==> src/rtl/seg_pkg.sv <==
// rtl/seg_pkg.sv - shared constants, hex segment table and scan FSM states
package seg_pkg;

    // All segments dark (active-low encoding {a,b,c,d,e,f,g})
    localparam logic [6:0] SEG_OFF = 7'h7F;

    // Segment codes indexed by hex value; entry 15 listed first
    localparam logic [15:0][6:0] HEX_SEG = {
        7'h38, 7'h30, 7'h42, 7'h31, 7'h60, 7'h08, 7'h04, 7'h00,
        7'h0F, 7'h20, 7'h24, 7'h4C, 7'h06, 7'h12, 7'h4F, 7'h01
    };

    typedef enum logic {
        ST_DEAD = 1'b0,
        ST_SHOW = 1'b1
    } scan_state_e;

endpackage

==> src/rtl/seg7_hex_lut.sv <==
// rtl/seg7_hex_lut.sv - combinational nibble to active-low 7-segment decode
module seg7_hex_lut
    import seg_pkg::*;
(
    input  logic [3:0] nib_i,
    output logic [6:0] seg_o
);

    assign seg_o = HEX_SEG[nib_i];

endmodule

==> src/rtl/seg_scan_driver.sv <==
// rtl/seg_scan_driver.sv - multiplexed N-digit 7-segment scanner; SEG_SCAN_DP_EN adds decimal points
module seg_scan_driver
    import seg_pkg::*;
#(
    parameter int NUM_DIGITS = 4,
    parameter int SCAN_DIV   = 50000,
    parameter int DEAD_CYC   = 16,
    parameter int AN_ACT_LOW = 1
) (
    input  logic                    clk,
    input  logic                    rst,
    input  logic [4*NUM_DIGITS-1:0] data_in,
    input  logic                    load,
    input  logic [NUM_DIGITS-1:0]   blank_mask,
    input  logic                    lz_blank_en,
    output logic [6:0]              seg,
    output logic [NUM_DIGITS-1:0]   an,
    output logic                    frame_tick
`ifdef SEG_SCAN_DP_EN
    ,
    input  logic [NUM_DIGITS-1:0]   dp_in,
    output logic                    dp
`endif
);

    localparam int CNT_W = (SCAN_DIV > 1) ? $clog2(SCAN_DIV) : 1;
    localparam int IDX_W = (NUM_DIGITS > 1) ? $clog2(NUM_DIGITS) : 1;
    localparam int DW    = 4 * NUM_DIGITS;
    localparam logic [CNT_W-1:0] CNT_MAX  = CNT_W'(SCAN_DIV - 1);
    localparam logic [CNT_W-1:0] DEAD_END = CNT_W'(DEAD_CYC);
    localparam logic [IDX_W-1:0] IDX_MAX  = IDX_W'(NUM_DIGITS - 1);
    localparam logic [NUM_DIGITS-1:0] AN_OFF =
        (AN_ACT_LOW != 0) ? {NUM_DIGITS{1'b1}} : {NUM_DIGITS{1'b0}};

    logic [CNT_W-1:0]      cnt_q, cnt_d;
    logic [IDX_W-1:0]      idx_q, idx_d;
    scan_state_e           state_q, state_d;
    logic                  wrap;
    logic [DW-1:0]         staged_q, staged_d, shadow_q, shadow_d;
    logic                  pending_q, pending_d;
    logic [6:0]            seg_q, seg_d;
    logic [NUM_DIGITS-1:0] an_q, an_d;
    logic                  tick_q, tick_d;
    logic [NUM_DIGITS-1:0] blank_vec, an_sel;
    logic                  lz_run, blank_cur;
    logic [3:0]            nib_cur;
    logic [6:0]            lut_seg;
`ifdef SEG_SCAN_DP_EN
    logic [NUM_DIGITS-1:0] dp_staged_q, dp_staged_d, dp_shadow_q, dp_shadow_d;
    logic                  dp_q, dp_d, dp_cur;
`endif

    // Prescaler and digit index; FSM state tracks whether the next slot position is in dead time
    always_comb begin
        cnt_d = cnt_q + CNT_W'(1);
        idx_d = idx_q;
        wrap  = 1'b0;
        if (cnt_q == CNT_MAX) begin
            cnt_d = '0;
            if (idx_q == IDX_MAX) begin
                idx_d = '0;
                wrap  = 1'b1;
            end else begin
                idx_d = idx_q + IDX_W'(1);
            end
        end
        state_d = (cnt_d < DEAD_END) ? ST_DEAD : ST_SHOW;
    end

    // Scan counters and FSM state register
    always_ff @(posedge clk or posedge rst) begin
        if (rst) begin
            cnt_q   <= '0;
            idx_q   <= '0;
            state_q <= ST_DEAD;
        end else begin
            cnt_q   <= cnt_d;
            idx_q   <= idx_d;
            state_q <= state_d;
        end
    end

    // Double buffer: staged collects loads, shadow only changes on frame wrap
    always_comb begin
        staged_d  = staged_q;
        shadow_d  = shadow_q;
        pending_d = pending_q;
`ifdef SEG_SCAN_DP_EN
        dp_staged_d = dp_staged_q;
        dp_shadow_d = dp_shadow_q;
`endif
        if (load) begin
            staged_d  = data_in;
            pending_d = 1'b1;
`ifdef SEG_SCAN_DP_EN
            dp_staged_d = dp_in;
`endif
        end
        if (wrap && (load || pending_q)) begin
            shadow_d  = load ? data_in : staged_q;
            pending_d = 1'b0;
`ifdef SEG_SCAN_DP_EN
            dp_shadow_d = load ? dp_in : dp_staged_q;
`endif
        end
    end

    // Buffer registers
    always_ff @(posedge clk or posedge rst) begin
        if (rst) begin
            staged_q  <= '0;
            shadow_q  <= '0;
            pending_q <= 1'b0;
`ifdef SEG_SCAN_DP_EN
            dp_staged_q <= '0;
            dp_shadow_q <= '0;
`endif
        end else begin
            staged_q  <= staged_d;
            shadow_q  <= shadow_d;
            pending_q <= pending_d;
`ifdef SEG_SCAN_DP_EN
            dp_staged_q <= dp_staged_d;
            dp_shadow_q <= dp_shadow_d;
`endif
        end
    end

    // Per-digit darkness: explicit mask, or all nibbles from this one upward are zero
    always_comb begin
        blank_vec = '0;
        lz_run    = 1'b0;
        for (int i = 0; i < NUM_DIGITS; i++) begin
            lz_run = lz_blank_en && (i != 0);
            for (int j = i; j < NUM_DIGITS; j++) begin
                if (shadow_q[4*j +: 4] != 4'h0) begin
                    lz_run = 1'b0;
                end
            end
            blank_vec[i] = blank_mask[i] | lz_run;
        end
    end

    // Select the current digit's nibble, blank flag and anode pattern
    always_comb begin
        nib_cur   = 4'h0;
        blank_cur = 1'b0;
        an_sel    = AN_OFF;
`ifdef SEG_SCAN_DP_EN
        dp_cur    = 1'b0;
`endif
        for (int i = 0; i < NUM_DIGITS; i++) begin
            if (idx_q == IDX_W'(i)) begin
                nib_cur   = shadow_q[4*i +: 4];
                blank_cur = blank_vec[i];
                an_sel[i] = ~AN_OFF[i];
`ifdef SEG_SCAN_DP_EN
                dp_cur    = dp_shadow_q[i];
`endif
            end
        end
    end

    seg7_hex_lut u_lut (
        .nib_i (nib_cur),
        .seg_o (lut_seg)
    );

    // Output next-state: dark during dead time, lit digit otherwise unless blanked
    always_comb begin
        seg_d  = SEG_OFF;
        an_d   = AN_OFF;
        tick_d = wrap;
`ifdef SEG_SCAN_DP_EN
        dp_d   = 1'b1;
`endif
        if (state_q == ST_SHOW) begin
            an_d = an_sel;
            if (!blank_cur) begin
                seg_d = lut_seg;
`ifdef SEG_SCAN_DP_EN
                dp_d  = ~dp_cur;
`endif
            end
        end
    end

    // Output registers
    always_ff @(posedge clk or posedge rst) begin
        if (rst) begin
            seg_q  <= SEG_OFF;
            an_q   <= AN_OFF;
            tick_q <= 1'b0;
`ifdef SEG_SCAN_DP_EN
            dp_q   <= 1'b1;
`endif
        end else begin
            seg_q  <= seg_d;
            an_q   <= an_d;
            tick_q <= tick_d;
`ifdef SEG_SCAN_DP_EN
            dp_q   <= dp_d;
`endif
        end
    end

    assign seg        = seg_q;
    assign an         = an_q;
    assign frame_tick = tick_q;
`ifdef SEG_SCAN_DP_EN
    assign dp         = dp_q;
`endif

endmodule

==> config.mk <==
export PLATFORM = sky130hd
export DESIGN_NAME = seg_scan_driver
export DESIGN_NICKNAME = d
export VERILOG_FILES = /design/src/rtl/seg_pkg.sv /design/src/rtl/seg7_hex_lut.sv /design/src/rtl/seg_scan_driver.sv
export SDC_FILE = /design/constraint.sdc
export NUM_CORES = 1
export LEC_CHECK = 0
export CAP_MARGIN = 20
export CORE_AREA = 2 2 81 83
export CTS_CLUSTER_DIAMETER = 50
export DETAILED_ROUTE_END_ITERATION = 12
export DIE_AREA = 0 0 83 85
export DONT_BUFFER_PORTS = 1
export GPL_TIMING_DRIVEN = 1
export PLACE_DENSITY = 0.67
export SETUP_SLACK_MARGIN = 0.5
export SKIP_LAST_GASP = 1
export SYNTH_ARGS = -nofsm -noshare
export SYNTH_HDL_FRONTEND = slang
export SYNTH_SLANG_ARGS = --single-unit
export TNS_END_PERCENT = 50
==> constraint.sdc <==
create_clock -name clk -period 3.6 [get_ports clk]
set_input_delay 0.54 -clock clk [delete_from_list [all_inputs] [get_ports clk]]
set_output_delay 0.54 -clock clk [all_outputs]
set_load 0.1 [all_outputs]
Word level (Yosys, flattened, before mapping)
Memory sizes are Yosys's and may differ from the RTL's.
Cells that the tools add are included.
{"block": "totals", "romBits": 112, "register_bits": 64, "wordCells": 58, "mem_count": 1, "out_inout_bits": 12}
{"block": "op_classes", "bitwise_logic": 3, "eq_ne": 4, "order_cmp": 2, "n_addsub": 2, "mux": 30, "reduce_logical": 7}
{"memory": "(no name shown)", "depth": 16, "width": 7, "read_ports": 1, "rd_clocked_by_memory_dff": 0, "write_ports": 0, "line_no": "seg7_hex_lut.sv:9", "text": "assign seg_o = HEX_SEG[nib_i];"}
{"op": "$mux 16", "n": 2}
{"op": "$mux 7", "n": 3}
{"op": "$mux 4", "n": 5}
{"op": "$mux 1", "n": 19}
{"op": "$add 16x1->16 const B", "n": 1}
{"op": "$eq 16x16->1 const B", "n": 1}
{"op": "$lt 16x5->1 const B", "n": 1}
{"op": "$reduce_bool 4->1", "n": 3}
{"op": "$lt 4x5->1 const B", "n": 1}
{"op": "$eq 2x2->1 const B", "n": 2}
{"op": "$or 1x1->1", "n": 3}
{"op": "$add 2x1->2 const B", "n": 1}
{"op": "$eq 2x1->1 const B", "n": 1}
{"op": "$logic_not 2->1", "n": 1}
{"op": "$mux 2", "n": 1}
{"op": "$reduce_bool 2->1", "n": 1}
{"op": "$logic_and 1x1->1", "n": 1}
{"op": "$logic_or 1x1->1", "n": 1}

Depth between registers and ports, before layout
{"block": "depth", "word_depth": 10, "ltp_mapped": 11, "mapped_depth_nobuf": 10}

Cells and area by module
From an unflattened synthesis, not the netlist that was laid out.
{"block": "unflattened", "cells_unflattened": 264, "hier_area_um2": 3170.5}
{"mod": "seg_scan_driver", "instances": 1, "area_each_um2": 2901.5, "cells_each": 231}
{"mod": "seg7_hex_lut", "instances": 1, "area_each_um2": 269.0, "cells_each": 33}

Worst setup path after synthesis
OpenSTA, ideal clock, no wires.
{"block": "synth_timing", "path_type": "register -> register", "startpoint": "reg idx_q[0]", "endpoint": "reg seg_q[3] (netlist: seg[3])", "t_arrival_ns": 2.342, "path_slack_ns": 1.168, "stages_incl_launch_ff": 11, "synth_period_minus_slack_ns": 2.432, "n_path_buf": 2, "setup_time_ns": 0.090, "path_cell_list": "dfrtp_1 ha_1 clkbuf_1 clkbuf_1 nor3b_1 a211oi_1 inv_1 ha_1 nor2_1 a211oi_1 o21ai_0"}
{"block": "synth_via", "elab_chain_len": 9, "word_cells_on_any_way": 16, "cone_classes": "3 x eq/ne; 11 x mux; 1 x reduce/logical; 1 x memory"}
{"item": "start, declared", "line_no": "seg_scan_driver.sv:36", "text": "logic [IDX_W-1:0] idx_q, idx_d;"}
{"item": "start signal, assigned", "line_no": "seg_scan_driver.sv:78", "text": "idx_q <= idx_d;"}
{"item": "$logic_not 2->1", "line_no": "seg_scan_driver.sv:153", "text": "if (idx_q == IDX_W'(i)) begin"}
{"item": "$mux 4 (4 in series)", "line_no": "seg_scan_driver.sv:153"}
{"item": "$mem_v2 16x7"}
{"item": "$mux 7 (implied by the code)", "line_no": "seg7_hex_lut.sv:9"}
{"item": "$mux 7 (*)", "line_no": "seg_scan_driver.sv:179", "text": "if (!blank_cur) begin"}
{"item": "$mux 7 (*)", "line_no": "seg_scan_driver.sv:177", "text": "if (state_q == ST_SHOW) begin"}
{"item": "net seg_d[3]", "line_no": "seg_scan_driver.sv:41", "text": "logic [6:0] seg_q, seg_d;"}
{"item": "end signal, assigned", "line_no": "seg_scan_driver.sv:198", "text": "seg_q <= seg_d;"}
{"item": "end, declared", "line_no": "seg_scan_driver.sv:41"}
The timed path passes the listed nets; every way through them passes the cells marked *. The select of a mux whose other input is x is not followed.
A chain may end at the register's enable or synchronous reset.

Worst setup path in the final report
Same ends and word-level chain as after synthesis.

==> metrics.txt <==
status=complete, no violations; clk buf depth=2; Main synth FF type=dfrtp_1; Hold Buf Count CTS=0; Die Span Y=85 µm; Mapped Area=3170 µm²; critical path required time=3.86 ns; Internal=1.16 mW; combinational share of power=3.1%; Setup crit start kind=flop; # clock sinks=64; period utilization=73.1%; largest net degree at the start of global routing=33; cts bufs inserted=9; Fmax=0.380 GHz; Synth area leader=dfrtp_1; maximum vdd drop=0.436 mV; total congestion overflow=0; crit path launch=idx_q[0]; Antenna Nets Post-Route=0; cell count after synthesis=273; initial antenna violation count=0; Core Util, Final=56.2%; final worst slack=0.970 ns; DR vias/cell=5.70; footprint of the multi-input gates=1490 µm²; Resized Gates After CTS=0; worst-margin pin slew=0.880 ns; Post-DP HPWL=4.21 mm; Port Buf Inserts=0; layout cells sized above 1=24.3%; # fillers=502; clock transition at the registers of the reported paths=0.08 ns; Setup CP Type=reg2reg; Slew headroom=41.4%; CP Capture Type=flop; power per cell area=434 nW/µm²; EDFF count, synth=0; Antenna Cells=0; io pins=36; Sw Share=23.2%; postcts setup bufs=0; initial core utilization=51.1%; minimum clock period=2.63 ns; final-report hold violation count=0; root buf cell=clkbuf_8; max-slew violation count=0; via count=2059; Yosys warnings=0; CTS tree=built; Area contributors post-synth=dfrtp_1 (42%), dfstp_2 (9.1%), mux2_2 (8.2%); Tot Pwr=1.51 mW; Synthesized Nets=308; fin nets=314; DRC violations left=0; FF+latch count, synth=64; Synth Area per Inst=11.6 µm²; Worst-Skew Late Latency=0.34 ns; GRT Util Overall=17.9%; WP data arrival=2.89 ns; vias in the first global route=2015; Fin Clk Skew=0.00864 ns; routed len/inst=16.5 µm; Reg power frac=51.3%; pre-CTS setup slack=0.947 ns; Synth async-reset ratio=100%; Placer Congestion=0.891; Seq/Total Area, Yosys=50.9%; clock group share of total power=45.6%; Max Cap Viol=0; worst-path maximum fanout=18; die area=7060 µm²; Initial DRC Count=104; area of the core=6200 µm²; Min-Delay Path Class=in2async; distinct cell type count after synthesis=50; row count=29; TNS Setup=0 ns; area grow syn2layout=9.86%; Psw=0.351 mW; leak pwr=1.55 nW; Setup violations, final=0; htree depth=3; Die X=83 µm; Final Instance Area=3490 µm²; post-place instance area=3260 µm²; Total Wirelength=5.96 mm; RSZ-0062 raised after global routing=no; Reg area=1620 µm²; post-synth top area share=41.8%; Worst R2R Start=idx_q[0]; drt first pass iters=4; first-pass GRT wire length=9.98 mm
## registers in the layout, summed over array words and instances (netlist names)
name	cells
state_q	1
frame_tick	1
shadow_q	16
idx_q	2
pending_q	1
seg	7
cnt_q	16
an	4
staged_q	16
## synthesized netlist by cell type, types with 6 or more instances
library cell / n
xor2_1: 9
inv_1: 8
o21ai_0: 8
a211oi_1: 9
nor3_1: 7
ha_1: 11
clkbuf_1: 8
mux2_4: 10
nor2_1: 22
dfrtp_1: 53
nand3_1: 6
dfstp_2: 11
nand2_1: 23
mux2_2: 23
## kinds of logic (layout without fill, tap and decap cells)
group / count (synthesis) / after routing / share of synthesized area [%]
xor gates and xnor gates: 14 / 14 / 3.86
AOI/OAI and AO/OA: 41 / 41 / 9.43
and+or+nand+nor: 89 / 89 / 15.1
buffers and inverters: 17 / 28 / 2.25
muxes: 37 / 37 / 14.2
adders and majority gates: 11 / 11 / 4.34
DFF: 64 / 64 / 50.9
## worst max-delay path, stage by stage (launching register included)
cell and delay (ns):
dfrtp_1 0.39, ha_1 0.57, a211oi_1 0.09, a211oi_1 0.56
inv_1 0.20, ha_1 0.34, nor2_1 0.05, a211oi_1 0.21
o21ai_0 0.13
## metrics by stage
step	hold slack (ns)	cells
after detailed placement	0.482	345
after CTS	0.187	361
after floorplan	0.435	273
after global placement	0.467	345
final	0.170	361
after global routing	0.224	361
## metal layers
layer / GRT usage [%] / vias to the layer above / share of wire (%)
met5: 0 / - / 0
met4: 6.26 / 0 / 1.4
met3: 5.74 / 7 / 4.3
met2: 25.3 / 47 / 44
met1: 26.0 / 1006 / 50
li1: - / 999 / -
## cell type report
class	count	share of cell area, %
sequential	64	46.3
multi-input combinational	192	42.6
clock buffer	9	3.55
clock inverter	7	2.98
tap	77	2.76
timing repair buffer	4	0.861
inverter	8	0.861
## worst paths after layout
check | cells after the start | endpoint | slack, ns
worst max register to register | 8 | seg[3] | 0.97
worst max-delay path | 8 | seg[3] | 0.97
worst min-delay path | 1 | cnt_q[8] | 0.17
min in group clk | 1 | staged_q[11] | 0.36
max in group asynchronous | 2 | an[3] | 2.70
worst min register to register | 1 | an[2] | 0.50
## power by group through the flow
| stage | clock network (mW) | logic, mW | registers [mW] |
|---|---|---|---|
| 4_1_cts | 0.709 | 0.0484 | 0.775 |
| 3_5_place_dp | 0 | 0.0482 | 0.789 |
| 5_1_grt | 0.745 | 0.0536 | 0.777 |
| 2_1_floorplan | 0 | 0.0402 | 0.787 |
| 6_report | 0.690 | 0.0466 | 0.775 |
| 3_3_place_gp | 0 | 0.0474 | 0.788 |
## layout by cell type, fill, tap and decap left out, drive strengths merged, types with 2 or more instances in the layout
| cell type | count |
|---|---|
| mux2i | 4 |
| nor3 | 7 |
| nor3b | 5 |
| dfstp | 11 |
| inv | 9 |
| clkbuf | 9 |
| nor2 | 22 |
| clkinv | 4 |
| nand2 | 23 |
| and4 | 2 |
| nor4 | 4 |
| dfrtp | 53 |
| ha | 11 |
| or4 | 2 |
| bufinv | 2 |
| a211oi | 9 |
| nand3b | 4 |
| o21ai | 8 |
| nand3 | 6 |
| xnor2 | 5 |
| and3 | 2 |
| and2 | 4 |
| nor2b | 3 |
| buf | 4 |
| o221ai | 5 |
| nand2b | 2 |
| a21oi | 4 |
| mux2 | 33 |
| xor2 | 9 |
No activity file was read; power rests on OpenSTA's default activity.
